$ cat config.mk
export PLATFORM = sky130hd
export DESIGN_NAME = xd_event_sync
export DESIGN_NICKNAME = d
export VERILOG_FILES = /design/src/rtl/xd_pkg.sv /design/src/rtl/xd_event_chan.sv /design/src/rtl/xd_event_sync.sv
export SDC_FILE = /design/constraint.sdc
export NUM_CORES = 1
export LEC_CHECK = 0
export BUFFER_PORTS_ARGS = -buffer_cell sky130_fd_sc_hd__buf_2
export CORE_MARGIN = 3
export CORE_UTILIZATION = 56
export CTS_CLUSTER_SIZE = 24
export DETAILED_ROUTE_END_ITERATION = 10
export HOLD_SLACK_MARGIN = 0.02
export PLACE_DENSITY = 0.79
export RECOVER_POWER = 50
export SYNTH_ARGS = -nofsm -noshare
export SYNTH_HDL_FRONTEND = slang
export SYNTH_SLANG_ARGS = --single-unit
$ cat constraint.sdc
create_clock -name clk_dst -period 2 [get_ports clk_dst]
set_input_delay 0.1 -clock clk_dst [delete_from_list [all_inputs] [get_ports clk_dst]]
set_output_delay 0.1 -clock clk_dst [all_outputs]
set_load 0.02 [all_outputs]
$ cat src/rtl/xd_pkg.sv
// Shared definitions for the cross-domain event synchroniser: per-channel
// event mode encoding.
package xd_pkg;

  localparam int unsigned XD_MODE_W = 2;

  typedef enum logic [XD_MODE_W-1:0] {
    XD_MODE_LEVEL  = 2'd0,
    XD_MODE_TOGGLE = 2'd1,
    XD_MODE_RISE   = 2'd2,
    XD_MODE_FALL   = 2'd3
  } xd_mode_t;

endpackage : xd_pkg

$ cat src/rtl/xd_event_chan.sv
// One event channel: synchroniser chain, glitch filter, edge detection,
// sticky pending flag with acknowledge, and saturating event counter.
module xd_event_chan
  import xd_pkg::*;
#(
  parameter int unsigned STAGES = 2,
  parameter int unsigned FILT_W = 4,
  parameter int unsigned CNT_W  = 8
) (
  input  logic              clk_dst,
  input  logic              rst_dst,
  input  logic              async_in,
  input  xd_mode_t          mode,
  input  logic [FILT_W-1:0] filt_len,
  input  logic              ack,
  input  logic              cnt_clr,
  output logic              level_out,
  output logic              pulse_out,
  output logic              pending,
  output logic [CNT_W-1:0]  count
);

  localparam logic [CNT_W-1:0] CNT_MAX = {CNT_W{1'b1}};

  logic [STAGES-1:0] s;
  logic              s_out;
  logic              flt;
  logic              flt_d;
  logic [FILT_W-1:0] fc;
  logic              ev;

  assign s_out = s[STAGES-1];

  // Synchroniser chain; s[0] is the only flop that samples the raw input.
  always_ff @(posedge clk_dst or posedge rst_dst) begin
    if (rst_dst) begin
      s <= '0;
    end else begin
      s <= {s[STAGES-2:0], async_in};
    end
  end

  // A new level is accepted after L consecutive differing samples.
  always_ff @(posedge clk_dst or posedge rst_dst) begin
    if (rst_dst) begin
      flt   <= 1'b0;
      fc    <= '0;
      flt_d <= 1'b0;
    end else begin
      flt_d <= flt;
      if (s_out == flt) begin
        fc <= '0;
      end else if ((filt_len <= FILT_W'(1)) || (fc == (filt_len - FILT_W'(1)))) begin
        flt <= s_out;
        fc  <= '0;
      end else begin
        fc <= fc + FILT_W'(1);
      end
    end
  end

  // Edges come from filtered flops only, so mode changes cannot fake events.
  always_comb begin
    ev = 1'b0;
    case (mode)
      XD_MODE_TOGGLE: ev = flt ^ flt_d;
      XD_MODE_RISE:   ev = flt & ~flt_d;
      XD_MODE_FALL:   ev = ~flt & flt_d;
      default:        ev = 1'b0;
    endcase
  end

  assign level_out = flt;
  assign pulse_out = ev;

  always_ff @(posedge clk_dst or posedge rst_dst) begin
    if (rst_dst) begin
      pending <= 1'b0;
      count   <= '0;
    end else begin
      if (ev) begin
        pending <= 1'b1;
      end else if (ack) begin
        pending <= 1'b0;
      end
      if (cnt_clr) begin
        count <= CNT_W'(ev);
      end else if (ev && (count != CNT_MAX)) begin
        count <= count + CNT_W'(1);
      end
    end
  end

endmodule : xd_event_chan

$ cat src/rtl/xd_event_sync.sv
// Multi-channel asynchronous flag conditioner: NCH independent event
// channels with packed vector outputs.
module xd_event_sync
  import xd_pkg::*;
#(
  parameter int unsigned NCH    = 4,
  parameter int unsigned STAGES = 2,
  parameter int unsigned FILT_W = 4,
  parameter int unsigned CNT_W  = 8
) (
  input  logic                 clk_dst,
  input  logic                 rst_dst,
  input  logic [NCH-1:0]       async_in,
  input  logic [2*NCH-1:0]     mode,
  input  logic [FILT_W-1:0]    filt_len,
  input  logic [NCH-1:0]       ack,
  input  logic                 cnt_clr,
  output logic [NCH-1:0]       level_out,
  output logic [NCH-1:0]       pulse_out,
  output logic [NCH-1:0]       pending,
  output logic [NCH*CNT_W-1:0] count
);

  if (STAGES < 2) begin : g_bad_stages
    $error("xd_event_sync: STAGES must be >= 2");
  end
  if (NCH < 1) begin : g_bad_nch
    $error("xd_event_sync: NCH must be >= 1");
  end

  for (genvar i = 0; i < NCH; i++) begin : g_chan
    xd_event_chan #(
      .STAGES (STAGES),
      .FILT_W (FILT_W),
      .CNT_W  (CNT_W)
    ) u_chan (
      .clk_dst   (clk_dst),
      .rst_dst   (rst_dst),
      .async_in  (async_in[i]),
      .mode      (xd_mode_t'(mode[XD_MODE_W*i +: XD_MODE_W])),
      .filt_len  (filt_len),
      .ack       (ack[i]),
      .cnt_clr   (cnt_clr),
      .level_out (level_out[i]),
      .pulse_out (pulse_out[i]),
      .pending   (pending[i]),
      .count     (count[CNT_W*i +: CNT_W])
    );
  end

endmodule : xd_event_sync

== Word-level counts from Yosys, hierarchy flattened ==
Index checks and enable logic that the tools add are counted.

* Magnitude comparators: 1
* Mux-type cells: 28
* Bitwise gates (word level): 24
* Reductions and logical operators: 20
* Equality and inequality tests: 24
* Add/subtract/negate cells: 9

{| class="wikitable"
|+ Operators with widths
! kind !! number
|-
| 2-to-1 mux 8 bit || 8
|-
| adder 8 x 1 -> 8 bit (second input constant) || 4
|-
| 2-to-1 mux 4 bit || 8
|-
| inequality test 8 bit (second input constant) || 4
|-
| adder 4 x 1 -> 4 bit (second input constant) || 4
|-
| equality test 2 bit (second input constant) || 8
|-
| equality test 4 bit || 4
|-
| nonzero test 2 bit || 8
|-
| inverter 1 bit || 12
|-
| case mux 1 bit (3 select lines) || 4
|-
| bitwise AND 1 bit || 8
|-
| equality test 2 x 1 -> 1 bit (second input constant) || 4
|-
| 2-to-1 mux 1 bit || 8
|-
| AND reduction 2 bit || 4
|-
| equality test 1 bit || 4
|-
| less-or-equal comparator 4 x 1 -> 1 bit (second input constant) || 1
|-
| logical AND 1 bit || 4
|-
| logical OR 1 bit || 4
|-
| subtractor 4 x 1 -> 4 bit (second input constant) || 1
|-
| bitwise XOR 1 bit || 4
|}

* Register bits: 68
* Input port bits: 23
* Output and inout port bits: 44

== Logic depth before layout (Yosys ltp) ==
Gate-level depths: netlist of run 1.

* Word-level depth: 6
* Depth in mapped cells: 8
* Depth with buffers taken out: 7

== Cells and area by module ==
Synthesis of run 1 repeated with hierarchy kept, for this count alone.

* Cell total of the unflattened synthesis: 408
* Area, all modules: 3,913.8 µm²

{| class="wikitable"
|+ By module, submodules not included
! module !! cells each !! instances !! area each (µm²)
|-
| xd_event_chan || 102 || 4 || 978.4
|}

== Least setup slack after synthesis of run 1 ==
No wires, ideal clock.

* Kind: reg2reg
* Start point: reg g_chan[0].u_chan.count[0]
* End point: reg g_chan[0].u_chan.count[5]
* Arrival: 1.727 ns
* Period minus slack after synthesis: 1.851 ns
* Slack: 0.149 ns
* Cell stages (with the launch flop): 7
* Required time: 1.875 ns
* Cell sequence: dfrtp_1 > ha_1 > and3_1 > and3_1 > buf_2 > nor3_1 > mux2_2

* Cells in the longest elaborated chain, start to end: 3

{| class="wikitable"
|+ Ends and longest elaborated chain
! element !! RTL line !! text
|-
| start, declared || xd_event_chan.sv:20 || <nowiki>output logic [CNT_W-1:0] count</nowiki>
|-
| start signal, assigned || xd_event_chan.sv:87 || <nowiki>count <= CNT_W'(ev);</nowiki>
|-
| start signal, assigned || xd_event_chan.sv:89 || <nowiki>count <= count + CNT_W'(1);</nowiki>
|-
| adder 8 x 1 -> 8 bit / inequality test 8 bit (equally long branches) || xd_event_chan.sv:89, xd_event_chan.sv:88 ||
|-
| 2-to-1 mux 8 bit / logical AND 1 bit (equally long branches) || xd_event_chan.sv:88 || <nowiki>end else if (ev && (count != CNT_MAX)) begin</nowiki>
|-
| 2-to-1 mux 8 bit / nonzero test 2 bit (equally long branches) || n/a ||
|}

Parallel ways exist; a longest one is shown, timed or not. The select of a mux whose other input is x is not followed.
A chain may end at the register's enable or synchronous reset.

== Worst setup path in the final report of run 1 ==
* Start point: reg g_chan[3].u_chan.flt
* End point: out pulse_out[3]

* Cells in the longest elaborated chain, start to end: 3

{| class="wikitable"
|+ Ends and longest elaborated chain
! element !! RTL line !! text
|-
| start, declared || xd_event_chan.sv:27 || <nowiki>logic flt;</nowiki>
|-
| start signal, assigned || xd_event_chan.sv:54 || <nowiki>flt <= s_out;</nowiki>
|-
| inverter 1 bit || xd_event_chan.sv:68 || <nowiki>XD_MODE_FALL: ev = ~flt & flt_d;</nowiki>
|-
| bitwise AND 1 bit || xd_event_chan.sv:68 ||
|-
| case mux 1 bit (3 select lines) * || xd_event_chan.sv:65 || <nowiki>case (mode)</nowiki>
|-
| end, declared || xd_event_sync.sv:19 || <nowiki>output logic [NCH-1:0] pulse_out,</nowiki>
|}

Every way passes the cells marked *; elsewhere a longest branch is shown, timed or not.

==> metrics.cfg, run 1 <==
[critical_path]
crit_fanout = 4
cp_common_cell = buf_6
slowest_delay_ns = 0.39
regToRegSetupSlack_ns = 0.09
crit_type = flop to primary output
cp-end-kind = primary output
critPathTopFamily = flip-flops
cp_cell_sequence = inv_1, ha_1, mux2_2, a22oi_2, buf_6, inv_2, buf_6
start_kind = flop
worst_ep_required_time_ns = 1.90
slowest_stage = dfrtp_1
arrival_ns = 1.82
crit_buf_inv = 4

[pwr]
p_comb_share_pct = 39.3
power_density_mw_per_mm2 = 1139
p_clk_share_pct = 22.7
leakage_nw = 2.126
vdd_drop_max_v = 0.0006045
intPower_mw = 3.208
power.share.sequential_pct = 38.0
switching_share_pct = 37.32
netSwitchingPower_mw = 1.910

[layout]
final_cell_mix = dfrtp_1, buf_2, inv_1
seqCellArea_sq_mm = 0.001703
num-fill-cells = 504
multi_input_area_sq_mm = 0.001810
layout_commonest_cell = dfrtp_1
final_nets = 478
drive_gt1_share_pct = 28.96
syn_to_final_growth_pct = 20.34
antenna_cells = 0
instances_no_fill = 519
fin_area_sq_mm = 0.004493

[synth]
syn_area_per_cell_sq_um = 10.43
synth_cells = 358
synth_edf_count = 0
yosysSeqAreaShare_pct = 45.58
yosys_warnings = 0
ys_ff_latch = 68
synth-async-reset-ratio_pct = 100.0
synthesis.nets = 399
synth.distinct_cells = 46
synthFlopType = dfrtp_1
syn-cell-area_sq_mm = 0.003734

[timing]
relSlewSlack_pct = 63.11
fin_ws_ns = 0.07949
worst_pin_slew_ns = 0.5513
skew_ns = 0.008013
drv_slew = 0
max_freq_mhz = 520.7
finalHoldViolations = 0
setup_tns_ns = 0
final-setup-viol-count = 0
hold_ws_ns = 0.1800
fin_crit_ns = 1.921
fin_crit_sh_pct = 96.03

[die]
die_area_sq_mm = 0.007683
ios = 67
die_x_um = 87.65
core_area_sq_mm = 0.006422
core.rowCount = 29
initial_core_util_pct = 58.13
die_h_um = 87.65

[clock_network]
clk_pin_slew_ns = 0.07
cts_root_buffer = clkbuf_8
cts_tree = built
clock-sinks = 68
clk_latency_ns = 0.34
cts_buffers = 9
htree_levels = 3
max-clock-path-buffers = 2

[route]
drcViolationCount = 0
vias = 3028
firstDrtPassIters = 4
wl_um = 8092
drt_iter0_markers = 184
drtAntennaViolNets = 0
wire_per_inst_um = 15.59
via_per_inst = 5.834

[flow_run]
maxCapViolations = 0

[placement]
place_ws_ns = 0.07097
dp_hpwl_um = 5481
dp.cells = 487
gp_congestion = 0.8905
port_buffers = 66
place_area_sq_mm = 0.004104

[global_routing]
grt_pass1_wl_um = 13250
grt_use_total_pct = 21.95
grt_max_degree = 49
overflow = 0
antenna_found_initial = 0
grt_pass1_vias = 2843

[hold_path]
hold_class = primary input to flop

[outcome]
run_status = finished, final reports clean

## worst register-to-register path, cell delays in order, from the launching register on
cell      delay [ns]
dfrtp_1         0.41
ha_1            0.27
nand2b_1        0.14
mux2_4          0.35
or4_1           0.52
a21oi_1         0.15
## sequential cells by signal, summed over array words and instances (netlist names)
signal                   cells
g_chan.u_chan.count         32
g_chan.u_chan.fc            16
g_chan.u_chan.flt_d          4
g_chan.u_chan.level_out      4
g_chan.u_chan.pending        4
g_chan.u_chan.s              8
## kinds of logic after synthesis
group	synth area share, %
multiplexers	3.954
flip-flops	45.58
AND/OR/NAND/NOR	16.32
XOR/XNOR	8.479
AO/OA/AOI/OAI	13.07
buffers and inverters	6.568
adder cells (fa/ha/maj)	6.032
## repair_timing
| action | 4_1_cts | 5_1_grt |
|---|---|---|
| buffers inserted | 2 | 5 |
| pin swaps | 2 | 2 |
| endpoints found under the hold margin | 28 | 0 |
| hold buffers | 9 | 0 |
| setup endpoints to repair | 2 | 8 |
| gates resized for setup | 1 | 15 |
## cells in the mapped netlist, types with 2 or more instances
library cell,n,area (sq um)
nand3_1,18,90.09
inv_1,26,97.59
and3_2,8,60.06
o211ai_1,4,30.03
buf_2,4,20.02
a22oi_2,2,25.02
xnor2_1,16,140.1
mux2_2,6,67.56
a31oi_1,4,25.02
or4_1,9,67.56
mux2i_1,2,20.02
nand2_1,14,52.55
o41ai_1,9,78.83
xor2_1,8,70.07
mux2_1,4,45.04
o311ai_0,9,78.83
nand4_1,4,25.02
o31ai_1,7,52.55
nor3_1,17,85.08
buf_4,13,97.59
nor2_1,15,56.30
nand2b_1,3,18.77
ha_1,18,225.2
or3_1,2,12.51
dfrtp_1,68,1702
nor4_1,4,25.02
o21ai_0,10,50.05
and3_1,6,37.54
nor2b_1,4,25.02
a211oi_1,2,15.01
a21oi_1,16,80.08
nand3b_1,3,22.52
xnor3_1,4,90.09
clkbuf_1,7,26.28
## through the flow
step / utilization (%) / power (mW)
6_report: 69.96 / 5.119
5_1_grt: 69.96 / 5.449
4_1_cts: 68.71 / 4.994
3_5_place_dp: 63.90 / 3.769
3_3_place_gp: 63.90 / 3.685
2_1_floorplan: - / 3.353
## metal layers
metal	global-route usage, %	share of wire, %	vias to the layer above
met5	0	0	-
met4	8.508	1.1	0
met3	4.233	4.4	8
met2	36.30	50	62
met1	28.57	45	1498
li1	-	-	1460
## cell type report
type	instances	area share (%)
clock inverters	4	1.058
clock buffers	12	3.453
repair buffers	92	12.89
well taps	77	2.144
flip-flops and latches	68	37.90
inverters	27	2.256
multi-input cells	239	40.30
## power by group through the flow
stage                     combinational (mW)  sequential (mW)  clock (mW)
after CTS                               1.87             1.94        1.18
after global placement                  1.74             1.94           0
after detailed placement                1.80             1.96           0
after global routing                    2.23             1.98        1.23
after floorplan                         1.34             2.02           0
final                                   2.01             1.94        1.16
## worst paths after layout
kind	start	end	cells past startpoint
max in group asynchronous	rst_dst	g_chan[1].u_chan.level_out	4
min	cnt_clr	g_chan[0].u_chan.count[3]	2
max	g_chan[3].u_chan.level_out	pulse_out[3]	7
min in group asynchronous	rst_dst	g_chan[3].u_chan.count[1]	3
max reg2reg	g_chan[0].u_chan.level_out	g_chan[0].u_chan.count[3]	5
min reg2reg	g_chan[3].u_chan.s[0]	g_chan[3].u_chan.s[1]	0
Power figures use the tool's default switching activity.
==> run 2: changes to the inputs <==
Settings changed: SYNTH_HIERARCHICAL set to 1.
==> run 2 against run 1 <==
Compared with the run above:
- cell count rose by 15%
- sequential power hardly changed
- fmax about the same
- wire length fell by 4.4%
- area after synthesis increased by 4.8%
- combinational power is 15% lower
- non-clock buffer count fell by 9
- clock-buffer cell count grew 2
- synthesized cell count up 14%
- first-iteration DRC count down 53%
- power fell by 7.0%
- sequential cell count stayed put
- critical endpoint is now g_chan[2].u_chan/count[5]
==> metrics.cfg, run 2 <==
[hold_path]
holdPathEnd = g_chan[1].u_chan/count[1]  ; was g_chan[0].u_chan.count[3]
min_path_cells = 2  ; unchanged
hold_class = primary input to flop  ; unchanged
min_from = cnt_clr  ; unchanged

[pwr]
power_density_mw_per_mm2 = 1012  ; was 1139 mW/mm^2
finalPower_mw = 4.759  ; was 5.119 mW
leakage_nw = 2.288  ; was 2.126 nW
vdd_drop_max_v = 0.0005319  ; was 0.0006045 V

[timing]
drv_slew = 0  ; unchanged
fin_ws_ns = 0.08126  ; was 0.07949 ns
final-setup-viol-count = 0  ; unchanged
skew_ns = 0.006772  ; was 0.008013 ns
relSlewSlack_pct = 56.85  ; was 63.11%
max_freq_mhz = 521.2  ; was 520.7 MHz
fin_crit_ns = 1.919  ; was 1.921 ns
worst_pin_slew_ns = 0.6466  ; was 0.5513 ns
fin_crit_sh_pct = 95.94  ; was 96.03%
hold_ws_ns = 0.09238  ; was 0.1800 ns
finalHoldViolations = 0  ; unchanged

[synth]
yosysSeqAreaShare_pct = 43.48  ; was 45.58%
synth_fa_ha_area_share_pct = 7.673  ; was 6.032%
synthTopCellsByArea = dfrtp_1, ha_1, xnor2_1  ; unchanged
synth_most_common_cell = dfrtp_1  ; unchanged
synth_area_leader_cell = dfrtp_1  ; unchanged
synthesis.nets = 455  ; was 399
synth_xor_area_share_pct = 8.056  ; was 8.479%
syn_area_per_cell_sq_um = 9.593  ; was 10.43 sq um
synthSimpleGateAreaFrac_pct = 19.05  ; was 16.32%
synth_compound_area_share_pct = 13.30  ; was 13.07%
synth_top_family_by_area = simple AND/OR/NAND/NOR gates  ; unchanged
syn-cell-area_sq_mm = 0.003914  ; was 0.003734 sq mm
synth_cells = 408  ; was 358
synth_common_cells = dfrtp_1, inv_1, nor2_1, ha_1, nand3_1  ; was dfrtp_1, inv_1, ha_1, nand3_1, nor3_1
synth_edf_count = 0  ; unchanged
netlist.area_leader.share_pct = 43.48  ; was 45.58%
synthFlopType = dfrtp_1  ; unchanged
yosys_warnings = 6  ; was 0
synth-async-reset-ratio_pct = 100.0  ; unchanged
ys_ff_latch = 68  ; unchanged
synth.distinct_cells = 31  ; was 46
synthMuxAreaShare_pct = 3.453  ; was 3.954%

[global_routing]
overflow = 0  ; unchanged
grt_max_degree = 23  ; was 49
grt_pass1_vias = 3018  ; was 2,843
grt_pass1_wl_um = 13040  ; was 13,250 um
antenna_found_initial = 0  ; unchanged
grt_use_total_pct = 20.79  ; was 21.95%

[flow_run]
maxCapViolations = 0  ; unchanged

[critical_path]
cp-end-kind = flop  ; was primary output
slowest_stage = or4_1  ; was dfrtp_1
start_kind = flop  ; unchanged
arrival_ns = 2.18  ; was 1.82 ns
crit_type = flop to flop  ; was flop to primary output
reg2reg_depth = 6  ; was 5
r2r-start = g_chan[2].u_chan/level_out  ; was g_chan[0].u_chan.level_out
crit_buf_inv = 1  ; was 4
critPathTopFamily = simple AND/OR/NAND/NOR gates  ; was flip-flops
cp_cell_sequence = inv_1, ha_1, nor2b_1, o31a_4, or4_1, a21oi_1  ; was inv_1, ha_1, mux2_2, a22oi_2, buf_6, inv_2, buf_6
regToRegSetupSlack_ns = 0.08  ; was 0.09 ns
slowest_delay_ns = 0.53  ; was 0.39 ns
worst_ep_required_time_ns = 2.26  ; was 1.90 ns
crit_fanout = 9  ; was 4
reg2reg_to = g_chan[2].u_chan/count[5]  ; was g_chan[0].u_chan.count[3]

[route]
drcViolationCount = 0  ; unchanged
drt_iter0_markers = 87  ; was 184
firstDrtPassIters = 7  ; was 4
via_per_inst = 5.368  ; was 5.834
vias = 3194  ; was 3,028
drtAntennaViolNets = 0  ; unchanged
wire_per_inst_um = 13.01  ; was 15.59 um
wl_um = 7738  ; was 8092 um

[placement]
gp_congestion = 0.8745  ; was 0.8905
port_buffers = 66  ; unchanged
place_ws_ns = 0.06909  ; was 0.07097 ns
dp_hpwl_um = 5721  ; was 5481 um
dp.cells = 571  ; was 487

[layout]
largest_register_ffs = 32  ; unchanged
drive_gt1_share_pct = 18.13  ; was 28.96%
antenna_cells = 0  ; unchanged
layout_commonest_cell = dfrtp_1  ; unchanged
syn_to_final_growth_pct = 20.20  ; was 20.34%
instances_no_fill = 595  ; was 519
final_core_util_pct = 71.63  ; was 69.96%
regMostFlops = g_chan.u_chan/count  ; was g_chan.u_chan.count
final_cell_mix = dfrtp_1, buf_2, inv_1  ; unchanged
final_nets = 545  ; was 478
reg_top3 = g_chan.u_chan/count (32), g_chan.u_chan/fc (16), g_chan.u_chan/s (8)  ; was g_chan.u_chan.count (32), g_chan.u_chan.fc (16), g_chan.u_chan.s (8)

[die]
die_h_um = 89.60  ; was 87.65 um
die_area_sq_mm = 0.008028  ; was 0.007683 sq mm
ios = 67  ; unchanged
initial_core_util_pct = 59.59  ; was 58.13%
core.rowCount = 29  ; unchanged
die_x_um = 89.60  ; was 87.65 um
core_area_sq_mm = 0.006568  ; was 0.006422 sq mm

[outcome]
run_status = finished, final reports clean  ; unchanged

[clock_network]
clk_latency_ns = 0.34  ; about the same
htree_levels = 3  ; unchanged
clk_pin_slew_ns = 0.07  ; about the same
cts_tree = built  ; unchanged
clock-sinks = 68  ; unchanged
cts_root_buffer = clkbuf_8  ; unchanged
max-clock-path-buffers = 2  ; unchanged
cts_buffers = 9  ; unchanged

[run 2: cell types whose count changed in the layout (fill, tap and decap cells not counted), sizes merged, moves of 7 or more]
cell	delta
buf	-22
inv	+21
nor2	+17
nor2b	+16
clkbuf	+15
and3	-10
o21ai	+10
o41ai	-9
xor2	+7
[run 2: area by class of cell]
| class | count | area (sq um) |
|---|---|---|
| inverters | 48 | 180.2 |
| multi-input cells | 288 | 2032 |
| well taps | 93 | 116.4 |
| repair buffers | 83 | 466.7 |
| clock inverters | 1 | 30.03 |
| clock buffers | 14 | 172.7 |
| flip-flops and latches | 68 | 1707 |
| fillers | 521 | 1863 |
[run 2: layer usage]
metal  vias up  part of all wire, %  global-route usage [%]
met5         -                    0                       0
met4         0                  1.2                   6.901
met3         9                  4.0                   5.566
met2        57                   49                   34.44
met1      1527                   46                   26.46
li1       1601                    -                       -
[run 2: timing repair]
item / in CTS / in global routing
setup buffers: 0 / 0
pin swaps: 0 / 1
resized for setup: 1 / 1
hold buffers: 9 / 0
endpoints found under the setup margin: 1 / 1
endpoints found under the hold margin: 76 / 0
[run 2: where the power goes]
group | switching, mW | leakage [nW] | internal, mW
logic | 1.03 | 1.30 | 0.682
clock network | 0.465 | 0.103 | 0.673
registers | 0.243 | 0.887 | 1.67
total | 1.74 | 2.29 | 3.02
[run 2: worst max path at each step]
stage                                     from                        end  slack [ns]  depth (start not counted)
global placement    g_chan[0].u_chan/level_out  g_chan[0].u_chan/count[7]        0.14                          6
global route        g_chan[2].u_chan/level_out               pulse_out[2]     -0.0006                          6
CTS                 g_chan[2].u_chan/level_out  g_chan[2].u_chan/count[7]        0.02                          6
floorplan           g_chan[0].u_chan/level_out  g_chan[0].u_chan/count[7]        0.04                          6
finish              g_chan[2].u_chan/level_out  g_chan[2].u_chan/count[5]        0.08                          6
detailed placement  g_chan[2].u_chan/level_out  g_chan[2].u_chan/count[7]        0.07                          6
[run 2: cells by family (layout without fill, tap and decap cells)]
| group | count (synthesis) | after routing |
|---|---|---|
| AO/OA/AOI/OAI | 76 | 76 |
| XOR/XNOR | 36 | 36 |
| adder cells (fa/ha/maj) | 24 | 24 |
| buffers and inverters | 52 | 146 |
| flip-flops | 68 | 68 |
| multiplexers | 12 | 12 |
| AND/OR/NAND/NOR | 140 | 140 |
[run 2: worst register-to-register path: cells and delay by family (launching register included)]
family	cells	cell delay [ns]
adder cells (fa/ha/maj)	1	0.21
buffers and inverters	1	0.06
AND/OR/NAND/NOR	2	0.66
AO/OA/AOI/OAI	2	0.51
flip-flops	1	0.40
[run 2: stage by stage]
step | setup TNS, ns | area [sq um]
2_1_floorplan | 0 | 3919
3_3_place_gp | 0 | 4423
3_5_place_dp | 0 | 4423
4_1_cts | 0 | 4722
5_1_grt | -0.0006117 | 4705
6_report | 0 | 4705
==> run 3: changes to the inputs <==
Settings changed: REMOVE_ABC_BUFFERS set to 1.
==> run 3 against run 2 <==
Compared with the run above:
- critical endpoint is now g_chan[2].u_chan/count[7]
- wire length increased by 0.54%
- critical path type unchanged
- largest cell class unchanged
- register-to-register slack hardly changed
- global-route usage rose by 0.16 points
==> metrics.cfg, run 3 (synthesis results as in run 2) <==
[placement]
dp.cells = 569  ; was 571
gp_congestion = 0.9277  ; was 0.8745
port_buffers = 66  ; unchanged
dp_hpwl_um = 5590  ; was 5721 um

[timing]
skew_ns = 0.008813  ; was 0.006772 ns
setup_tns_ns = 0  ; unchanged
fin_crit_ns = 1.931  ; was 1.919 ns
relSlewSlack_pct = 56.02  ; was 56.85%
drv_slew = 0  ; unchanged
fin_crit_sh_pct = 96.54  ; was 95.94%
final-setup-viol-count = 0  ; unchanged
max_freq_mhz = 517.9  ; was 521.2 MHz
worst_pin_slew_ns = 0.6590  ; was 0.6466 ns
finalHoldViolations = 0  ; unchanged

[hold_path]
hold_class = primary input to flop  ; unchanged
min_path_cells = 2  ; unchanged

[route]
drcViolationCount = 0  ; unchanged
wl_um = 7780  ; was 7738 um
drt_iter0_markers = 142  ; was 87
drtAntennaViolNets = 0  ; unchanged
via_per_inst = 5.496  ; was 5.368
wire_per_inst_um = 13.12  ; was 13.01 um
vias = 3259  ; was 3,194
firstDrtPassIters = 4  ; was 7

[layout]
reg_top3 = g_chan.u_chan/count (32), g_chan.u_chan/fc (16), g_chan.u_chan/s (8)  ; unchanged
layout_commonest_cell = dfrtp_1  ; unchanged
drive_gt1_share_pct = 17.60  ; was 18.13%
regMostFlops = g_chan.u_chan/count  ; unchanged
final_cell_mix = dfrtp_1, buf_2, inv_1  ; unchanged
final_nets = 543  ; was 545
instances_no_fill = 593  ; was 595
syn_to_final_growth_pct = 19.25  ; was 20.20%
antenna_cells = 0  ; unchanged
largest_register_ffs = 32  ; unchanged

[clock_network]
clk_latency_ns = 0.33  ; was 0.34 ns
clock-sinks = 68  ; unchanged
cts_setup_buffers = 0  ; unchanged
clk_pin_slew_ns = 0.07  ; about the same
cts_root_buffer = clkbuf_8  ; unchanged
max-clock-path-buffers = 2  ; unchanged
cts_tree = built  ; unchanged
htree_levels = 3  ; unchanged
cts_buffers = 9  ; unchanged

[critical_path]
arrival_ns = 2.14  ; was 2.18 ns
crit_type = flop to flop  ; unchanged
worst_ep_required_time_ns = 2.21  ; was 2.26 ns
start_kind = flop  ; unchanged
crit_fanout = 9  ; unchanged
cp-end-kind = flop  ; unchanged
reg2reg_depth = 6  ; unchanged

[global_routing]
grt_pass1_vias = 3071  ; was 3,018
grt_max_degree = 29  ; was 23
grt_use_total_pct = 20.95  ; was 20.79%
grt_pass1_wl_um = 13240  ; was 13,040 um
antenna_found_initial = 0  ; unchanged
overflow = 0  ; unchanged

[pwr]
finalPower_mw = 4.629  ; was 4.759 mW
leakage_nw = 2.266  ; was 2.288 nW
power_density_mw_per_mm2 = 992.0  ; was 1012 mW/mm^2
vdd_drop_max_v = 0.0005121  ; was 0.0005319 V

[die]
die_h_um = 89.60  ; unchanged
core.rowCount = 29  ; unchanged
die_x_um = 89.60  ; unchanged
initial_core_util_pct = 59.59  ; unchanged
core_area_sq_mm = 0.006568  ; unchanged
ios = 67  ; unchanged
die_area_sq_mm = 0.008028  ; unchanged

[flow_run]
maxCapViolations = 0  ; unchanged

[outcome]
run_status = finished, final reports clean  ; unchanged

==> run 3: area by class of cell <==
class                      count  area (sq um)
multi-input combinational    288          2038
fill                         511          1901
sequential                    68          1702
timing repair buffer          81         454.2
inverter                      48         180.2
clock buffer                  11         151.4
tap                           93         116.4
clock inverter                 4         25.02
==> run 3: layer usage <==
metal,track usage [%],part of all wire [%]
met5,0,0
met4,5.954,0.89
met3,5.657,4.5
met2,34.64,49
met1,27.12,46
==> run 3: final timing paths <==
kind	slack (ns)	from	end
worst min register to register	0.35	g_chan[2].u_chan/s[0]	g_chan[2].u_chan/s[1]
worst min-delay path	0.20	cnt_clr	g_chan[2].u_chan/count[5]
max in group asynchronous	1.10	rst_dst	g_chan[0].u_chan/level_out
worst max-delay path	0.07	g_chan[2].u_chan/level_out	g_chan[2].u_chan/count[7]
min in group asynchronous	0.45	rst_dst	g_chan[3].u_chan/count[4]
worst max register to register	0.07	g_chan[2].u_chan/level_out	g_chan[2].u_chan/count[7]
==> run 3: repair_timing <==
item | CTS | global route
hold endpoints to repair | 76 | 0
gates resized for setup | 0 | 3
endpoints found under the setup margin | 0 | 2
hold buffers | 9 | 0
==> run 3: stage by stage <==
stage | worst slack (ns) | util (%) | hold WS, ns | instance area [sq um]
final | 0.06913 | 71.06 | 0.1981 | 4667
after global placement | 0.1541 | 67.04 | 0.2080 | 4403
after detailed placement | 0.06884 | 67.04 | 0.2164 | 4403
after CTS | 0.06032 | 71.10 | 0.1724 | 4669
after global routing | -0.004122 | 71.06 | 0.1802 | 4667
after floorplan | -0.03646 | - | 0.02607 | 3899
==> run 3: worst max-delay path, stage by stage, from the launching register on <==
cell and delay, ns:
dfrtp_1 0.35, inv_1 0.04, ha_1 0.27, nor2b_1 0.13, o31a_4 0.32, nor4_1 0.34, mux2_1 0.36
==> run 3: report_power, final <==
part	leakage, nW	switching, mW	total, mW	internal, mW
clock	0.0872	0.492	0.998	0.506
combinational	1.29	1.04	1.73	0.690
sequential	0.891	0.243	1.90	1.66
total	2.27	1.78	4.63	2.85
